==> src/rtl/gray_pkg.sv <==
// Shared Gray/binary conversion helpers. Callers zero-extend to code_t and
// truncate the result back to their own width, so any WIDTH up to MAX_WIDTH works.
package gray_pkg;

   localparam int unsigned MAX_WIDTH = 32;

   typedef logic [MAX_WIDTH-1:0] code_t;

   function automatic code_t bin2gray(input code_t bin);
      return bin ^ (bin >> 1);
   endfunction

   // Prefix XOR from the MSB down; zero bits above the caller's width stay zero.
   function automatic code_t gray2bin(input code_t gray);
      code_t bin;
      bin = '0;
      bin[MAX_WIDTH-1] = gray[MAX_WIDTH-1];
      for (int i = int'(MAX_WIDTH) - 2; i >= 0; i--) begin
         bin[i] = bin[i+1] ^ gray[i];
      end
      return bin;
   endfunction

endpackage

==> src/rtl/gray_code_counter_if.sv <==
// Control and result bundle for the Gray code counter.
interface gray_code_counter_if #(
   parameter int unsigned WIDTH = 4
) ();

   logic             en;
   logic             up_dn;
   logic             load;
   logic [WIDTH-1:0] load_gray;
   logic [WIDTH-1:0] gray_out;
   logic [WIDTH-1:0] bin_out;
   logic             wrap;
   logic             at_limit;

   modport master (
      output en, up_dn, load, load_gray,
      input  gray_out, bin_out, wrap, at_limit
   );

   modport slave (
      input  en, up_dn, load, load_gray,
      output gray_out, bin_out, wrap, at_limit
   );

endinterface

==> src/rtl/gray_to_bin.sv <==
// Combinational Gray-to-binary decoder used on the load path.
module gray_to_bin
   import gray_pkg::*;
#(
   parameter int unsigned WIDTH = 4
) (
   input  logic [WIDTH-1:0] gray,
   output logic [WIDTH-1:0] bin_c
);

   assign bin_c = WIDTH'(gray2bin(code_t'(gray)));

endmodule

==> src/rtl/gray_code_counter.sv <==
// Up/down binary counter with registered Gray and binary outputs, Gray load,
// wrap or saturate mode, wrap pulse and limit flag.
module gray_code_counter
   import gray_pkg::*;
#(
   parameter int unsigned WIDTH     = 4,
   parameter int unsigned RESET_VAL = 0,
   parameter int unsigned SATURATE  = 0
) (
   input  logic                clk,
   input  logic                rst_n,
   gray_code_counter_if.slave  bus
);

   localparam logic [WIDTH-1:0] MAX_VAL  = '1;
   localparam logic [WIDTH-1:0] ZERO_VAL = '0;
   localparam logic [WIDTH-1:0] RST_BIN  = WIDTH'(RESET_VAL);
   localparam logic [WIDTH-1:0] RST_GRAY = RST_BIN ^ (RST_BIN >> 1);

   logic [WIDTH-1:0] bin_q;
   logic [WIDTH-1:0] gray_q;
   logic             wrap_q;
   logic             at_limit_q;

   logic [WIDTH-1:0] load_bin_c;
   logic [WIDTH-1:0] next_bin_c;
   logic [WIDTH-1:0] next_gray_c;
   logic             next_wrap_c;
   logic             next_at_limit_c;

   gray_to_bin #(.WIDTH(WIDTH)) u_load_dec (
      .gray  (bus.load_gray),
      .bin_c (load_bin_c)
   );

   // Next count: load beats enable; an edge step either wraps (pulse) or saturates.
   always_comb begin
      next_bin_c  = bin_q;
      next_wrap_c = 1'b0;
      if (bus.load) begin
         next_bin_c = load_bin_c;
      end else if (bus.en) begin
         if (bus.up_dn) begin
            if (bin_q != MAX_VAL) begin
               next_bin_c = bin_q + WIDTH'(1);
            end else if (SATURATE == 0) begin
               next_bin_c  = ZERO_VAL;
               next_wrap_c = 1'b1;
            end
         end else begin
            if (bin_q != ZERO_VAL) begin
               next_bin_c = bin_q - WIDTH'(1);
            end else if (SATURATE == 0) begin
               next_bin_c  = MAX_VAL;
               next_wrap_c = 1'b1;
            end
         end
      end
      // Gray derived from the next count so both outputs update on the same edge.
      next_gray_c     = WIDTH'(bin2gray(code_t'(next_bin_c)));
      next_at_limit_c = bus.up_dn ? (next_bin_c == MAX_VAL) : (next_bin_c == ZERO_VAL);
   end

   always_ff @(posedge clk or negedge rst_n) begin
      if (!rst_n) begin
         bin_q      <= RST_BIN;
         gray_q     <= RST_GRAY;
         wrap_q     <= 1'b0;
         at_limit_q <= 1'b0;
      end else begin
         bin_q      <= next_bin_c;
         gray_q     <= next_gray_c;
         wrap_q     <= next_wrap_c;
         at_limit_q <= next_at_limit_c;
      end
   end

   assign bus.bin_out  = bin_q;
   assign bus.gray_out = gray_q;
   assign bus.wrap     = wrap_q;
   assign bus.at_limit = at_limit_q;

endmodule
==> src/flat_wrapper.sv <==
// flat-port wrapper written by rule: the top's interface ports become plain ports
module gray_code_counter_flat import gray_pkg::*;
#(
   parameter int unsigned WIDTH     = 4,
   parameter int unsigned RESET_VAL = 0,
   parameter int unsigned SATURATE  = 0
)
  (clk, rst_n, bus_en, bus_up_dn, bus_load, bus_load_gray, bus_gray_out, bus_bin_out, bus_wrap, bus_at_limit);
  gray_code_counter_if #(.WIDTH(WIDTH)) bus_i ();
  input  logic clk;
  input  logic rst_n;
  input wire logic [$bits(bus_i.en)-1:0] bus_en;
  input wire logic [$bits(bus_i.up_dn)-1:0] bus_up_dn;
  input wire logic [$bits(bus_i.load)-1:0] bus_load;
  input wire logic [$bits(bus_i.load_gray)-1:0] bus_load_gray;
  output wire logic [$bits(bus_i.gray_out)-1:0] bus_gray_out;
  output wire logic [$bits(bus_i.bin_out)-1:0] bus_bin_out;
  output wire logic [$bits(bus_i.wrap)-1:0] bus_wrap;
  output wire logic [$bits(bus_i.at_limit)-1:0] bus_at_limit;
  assign bus_i.en = bus_en;
  assign bus_i.up_dn = bus_up_dn;
  assign bus_i.load = bus_load;
  assign bus_i.load_gray = bus_load_gray;
  assign bus_gray_out = bus_i.gray_out;
  assign bus_bin_out = bus_i.bin_out;
  assign bus_wrap = bus_i.wrap;
  assign bus_at_limit = bus_i.at_limit;
  gray_code_counter #(.WIDTH(WIDTH), .RESET_VAL(RESET_VAL), .SATURATE(SATURATE)) u_core (.clk(clk), .rst_n(rst_n), .bus(bus_i));
endmodule
==> config.mk <==
export PLATFORM = sky130hd
export DESIGN_NAME = gray_code_counter_flat
export DESIGN_NICKNAME = d
export VERILOG_FILES = /design/src/rtl/gray_pkg.sv /design/src/rtl/gray_code_counter_if.sv /design/src/rtl/gray_to_bin.sv /design/src/rtl/gray_code_counter.sv /design/src/flat_wrapper.sv
export SDC_FILE = /design/constraint.sdc
export NUM_CORES = 1
export LEC_CHECK = 0
export CORE_MARGIN = 10
export CORE_UTILIZATION = 50
export CTS_CLUSTER_DIAMETER = 30
export CTS_CLUSTER_SIZE = 25
export DETAILED_ROUTE_END_ITERATION = 6
export DONT_BUFFER_PORTS = 1
export PLACE_DENSITY = 0.64
export SLEW_MARGIN = 20
export SYNTH_ARGS = -nofsm -noshare
export SYNTH_HDL_FRONTEND = slang
export SYNTH_SLANG_ARGS = --single-unit
==> constraint.sdc <==
create_clock -name clk -period 4.2 [get_ports clk]
set_clock_uncertainty 0.2 [all_clocks]
set_input_delay 0.84 -clock clk [delete_from_list [all_inputs] [get_ports clk]]
set_output_delay 0.84 -clock clk [all_outputs]
set_load 0.01 [all_outputs]
==> impl_metrics.py <==
metrics = {
    "critical_path": {
        "crit_start": "u_core.bus.bin_out[0]",
        "worst-setup-path-type": "reg -> reg",
        "worstPathMaxFanout": 9,
        "critical_register_to_register_path_startpoint": "u_core.bus.bin_out[0]",
        "r2r_setup_slack_ns": 1.85,
        "worst_setup_path_start_kind": "flip-flop",
        "setup.worst_path.end_class": "flip-flop",
        "wp_data_required_ns": 4.17,
        "worst-endpoint-arrival_ns": 2.32,
    },
    "route": {
        "drt_pass1_iterations": 4,
        "residual_antenna_violating_net_count_after_detailed_routing": 0,
        "remaining_routing_drc_violations": 0,
        "drt-total-wl_um": 1329,
        "avgRoutedWirePerCell_um": 16.21,
        "num_vias": 471,
        "vias_per_cell": 5.744,
        "dr.first_iter.drc_count": 11,
    },
    "synth": {
        "synth.yosys.seq_area_share_pct": 33.40,
        "post_synth_inst_count": 68,
        "netlist.top_cell.by_area": "sky130_fd_sc_hd__dfrtp_1",
        "synth_seq_cells": 9,
        "mapped_nets": 82,
        "synth-edff-count": 0,
        "ys.flop_type": "sky130_fd_sc_hd__dfrtp_1",
        "post_synth_instance_area_um2": 674.4,
        "async_reset_ff_share_pct": 100.0,
        "netlist-cell-type-count": 32,
        "synth_top_cells_by_count": "sky130_fd_sc_hd__dfrtp_1, sky130_fd_sc_hd__a21oi_1, sky130_fd_sc_hd__ha_1, sky130_fd_sc_hd__mux2i_1, sky130_fd_sc_hd__o21ai_0",
        "netlist_top_cells_area": "sky130_fd_sc_hd__dfrtp_1, sky130_fd_sc_hd__ha_1, sky130_fd_sc_hd__mux2i_1",
        "ys.warnings.count": 0,
        "post-synth-top-count-cell": "sky130_fd_sc_hd__dfrtp_1",
        "post_synth.cell_area_avg_um2": 9.918,
        "top_area_cell_type_share_of_the_netlist_area_pct": 33.40,
    },
    "timing": {
        "worstMarginPinSlew_ns": 0.4050,
        "rsz0062_at_grt": "no",
        "finalWorstPathRequiredPeriod_ns": 2.348,
        "achievable_clock_frequency_mhz": 426.0,
        "fin_hold_viols": 0,
        "fin_tns_setup_ns": 0,
        "slew_headroom_pct": 73.00,
        "maxSlewViolCount": 0,
        "timing.final.crit_share_pct": 55.89,
        "setup_viol": 0,
    },
    "global_route": {
        "groute.layer.met1.usage_pct": 9.296,
        "grt_first_pass_wirelength_um": 2277,
        "grt_start_max_net_pins": 13,
        "first_global_vias": 473,
        "groute.usage.overall_pct": 8.850,
        "global_route.usage.met2_pct": 13.64,
        "global_route.usage.met3_pct": 4.719,
        "number_of_antenna_violations_at_the_first_check_in_global_routing": 0,
        "overflow_left_after_global_routing": 0,
        "busiest_layer_in_global_routing": "met2",
    },
    "clocking": {
        "postCtsHoldBufs": 0,
        "worst_skew_pair.late_latency_ns": 0.26,
        "cts_sinks": 9,
        "worst_setup_hold_path_clk_slew_ns": 0.06,
        "cts_inserted_buffers": 3,
        "tritoncts": "built",
        "cts_buffer_depth": 2,
        "post_cts.repair.setup_buffers": 0,
        "cts_htree_levels": 1,
        "clk_root_buffer_cell": "sky130_fd_sc_hd__clkbuf_4",
        "cts.repair.resized": 0,
    },
    "floorplan": {
        "start_util_pct": 52.48,
        "die_width_um": 56.73,
        "core_region_area_um2": 1285,
        "design.portCount": 19,
        "dieArea_um2": 3218,
        "floorplan.rows": 13,
        "chipHeight_um": 56.73,
    },
    "power": {
        "p_per_area_nw_per_um2": 488.0,
        "total_leakage_power_nw": 0.3039,
        "ir_worst_vdd_mv": 0.3234,
    },
    "hold_path": {
        "min-delay-path-class": "in -> async",
    },
    "finish": {
        "layout-drive-gt1-share_pct": 14.93,
        "postLayoutCoreUtil_pct": 53.36,
        "fill_cells": 126,
        "area_growth_pct": 1.670,
        "antenna-diode-count": 0,
        "seqCellArea_um2": 225.2,
        "multiInputGateArea_um2": 404.1,
        "post_layout_nonfiller_instances": 82,
        "design.final.nets": 82,
    },
    "job": {
        "count_of_max_cap_constraint_violations": 0,
    },
    "placement": {
        "place.detailed.instances": 78,
        "port-buffer-count": 0,
        "gp_congestion": 0.7558,
        "place_hpwl_um": 1082,
    },
    "run_status": {
        "outcome": "completed",
    },
}
[where the power goes]
| group | switching, mW | leakage [nW] | internal (mW) |
|---|---|---|---|
| clock | 0.0281 | 0.0150 | 0.0365 |
| combinational | 0.0550 | 0.180 | 0.0576 |
| sequential | 0.0453 | 0.109 | 0.112 |
[final timing paths]
| check | to | cells after the start |
|---|---|---|
| worst min register to register | u_core.bus.wrap | 2 |
| worst min-delay path | u_core.bus.wrap | 0 |
| worst max register to register | u_core.bus.at_limit | 9 |
| worst max-delay path | u_core.bus.at_limit | 9 |
| min in group clk | u_core.bus.bin_out[2] | 1 |
| max in group asynchronous | u_core.bus.gray_out[2] | 0 |
[cell families (layout without fill, tap and decap cells)]
kind of cell,count (synthesis),after routing,synth area share (%)
adder cells (fa/ha/maj),5,5,9.276
AO/OA/AOI/OAI,17,17,15.96
AND/OR/NAND/NOR,18,18,16.14
XOR/XNOR,5,5,8.720
buffers and inverters,8,7,6.679
flip-flops,9,9,33.40
multiplexers,6,6,9.832
[worst max-delay path: stages, from the launching register on]
cell                       delay, ns
sky130_fd_sc_hd__dfrtp_1        0.55
sky130_fd_sc_hd__inv_1          0.11
sky130_fd_sc_hd__ha_1           0.32
sky130_fd_sc_hd__xor2_1         0.15
sky130_fd_sc_hd__mux2i_1        0.09
sky130_fd_sc_hd__mux2_2         0.31
sky130_fd_sc_hd__inv_1          0.07
sky130_fd_sc_hd__ha_1           0.14
sky130_fd_sc_hd__nand4b_1       0.10
sky130_fd_sc_hd__o31ai_1        0.23
[placed cells by master (no fill, tap or decap), drive strengths merged, types with 2 or more instances in the layout]
cell type | synthesis | final
o21ai | 5 | 5
o31ai | 2 | 2
inv | 3 | 3
nor4b | 2 | 2
dfrtp | 9 | 9
nand3 | 2 | 2
clkbuf | 0 | 4
nand2b | 3 | 3
xor2 | 4 | 4
mux2 | 2 | 2
nand2 | 2 | 2
a21oi | 5 | 5
mux2i | 4 | 4
ha | 5 | 5
nor2 | 3 | 3
[sequential cells by signal, summed over array words and instances (netlist names)]
name                 flops
u_core.bus.at_limit      1
u_core.bus.bin_out       4
u_core.bus.gray_out      3
u_core.bus.wrap          1
[metrics by stage]
stage	setup slack, ns	hold slack (ns)	cell area (um^2)	power (mW)
after detailed placement	1.835	0.3447	659.4	0.2748
after CTS	1.813	0.06123	685.7	0.3418
after global routing	1.655	0.04790	685.7	0.3683
after global placement	1.887	0.3446	659.4	0.2735
after floorplan	1.927	0.3444	674.4	0.2524
final	1.852	0.07126	685.7	0.3346
[cell type report]
cell class	instances	share of cell area, %
well taps	15	2.737
inverters	3	1.642
flip-flops and latches	9	32.85
clock buffers	4	3.832
multi-input cells	51	58.94
[layer usage]
layer	up-vias	routed length (um)
met5	-	0
met3	5	110
li1	236	-
met2	16	666
met1	214	520
met4	0	31
(Power assumes the default switching activity.)
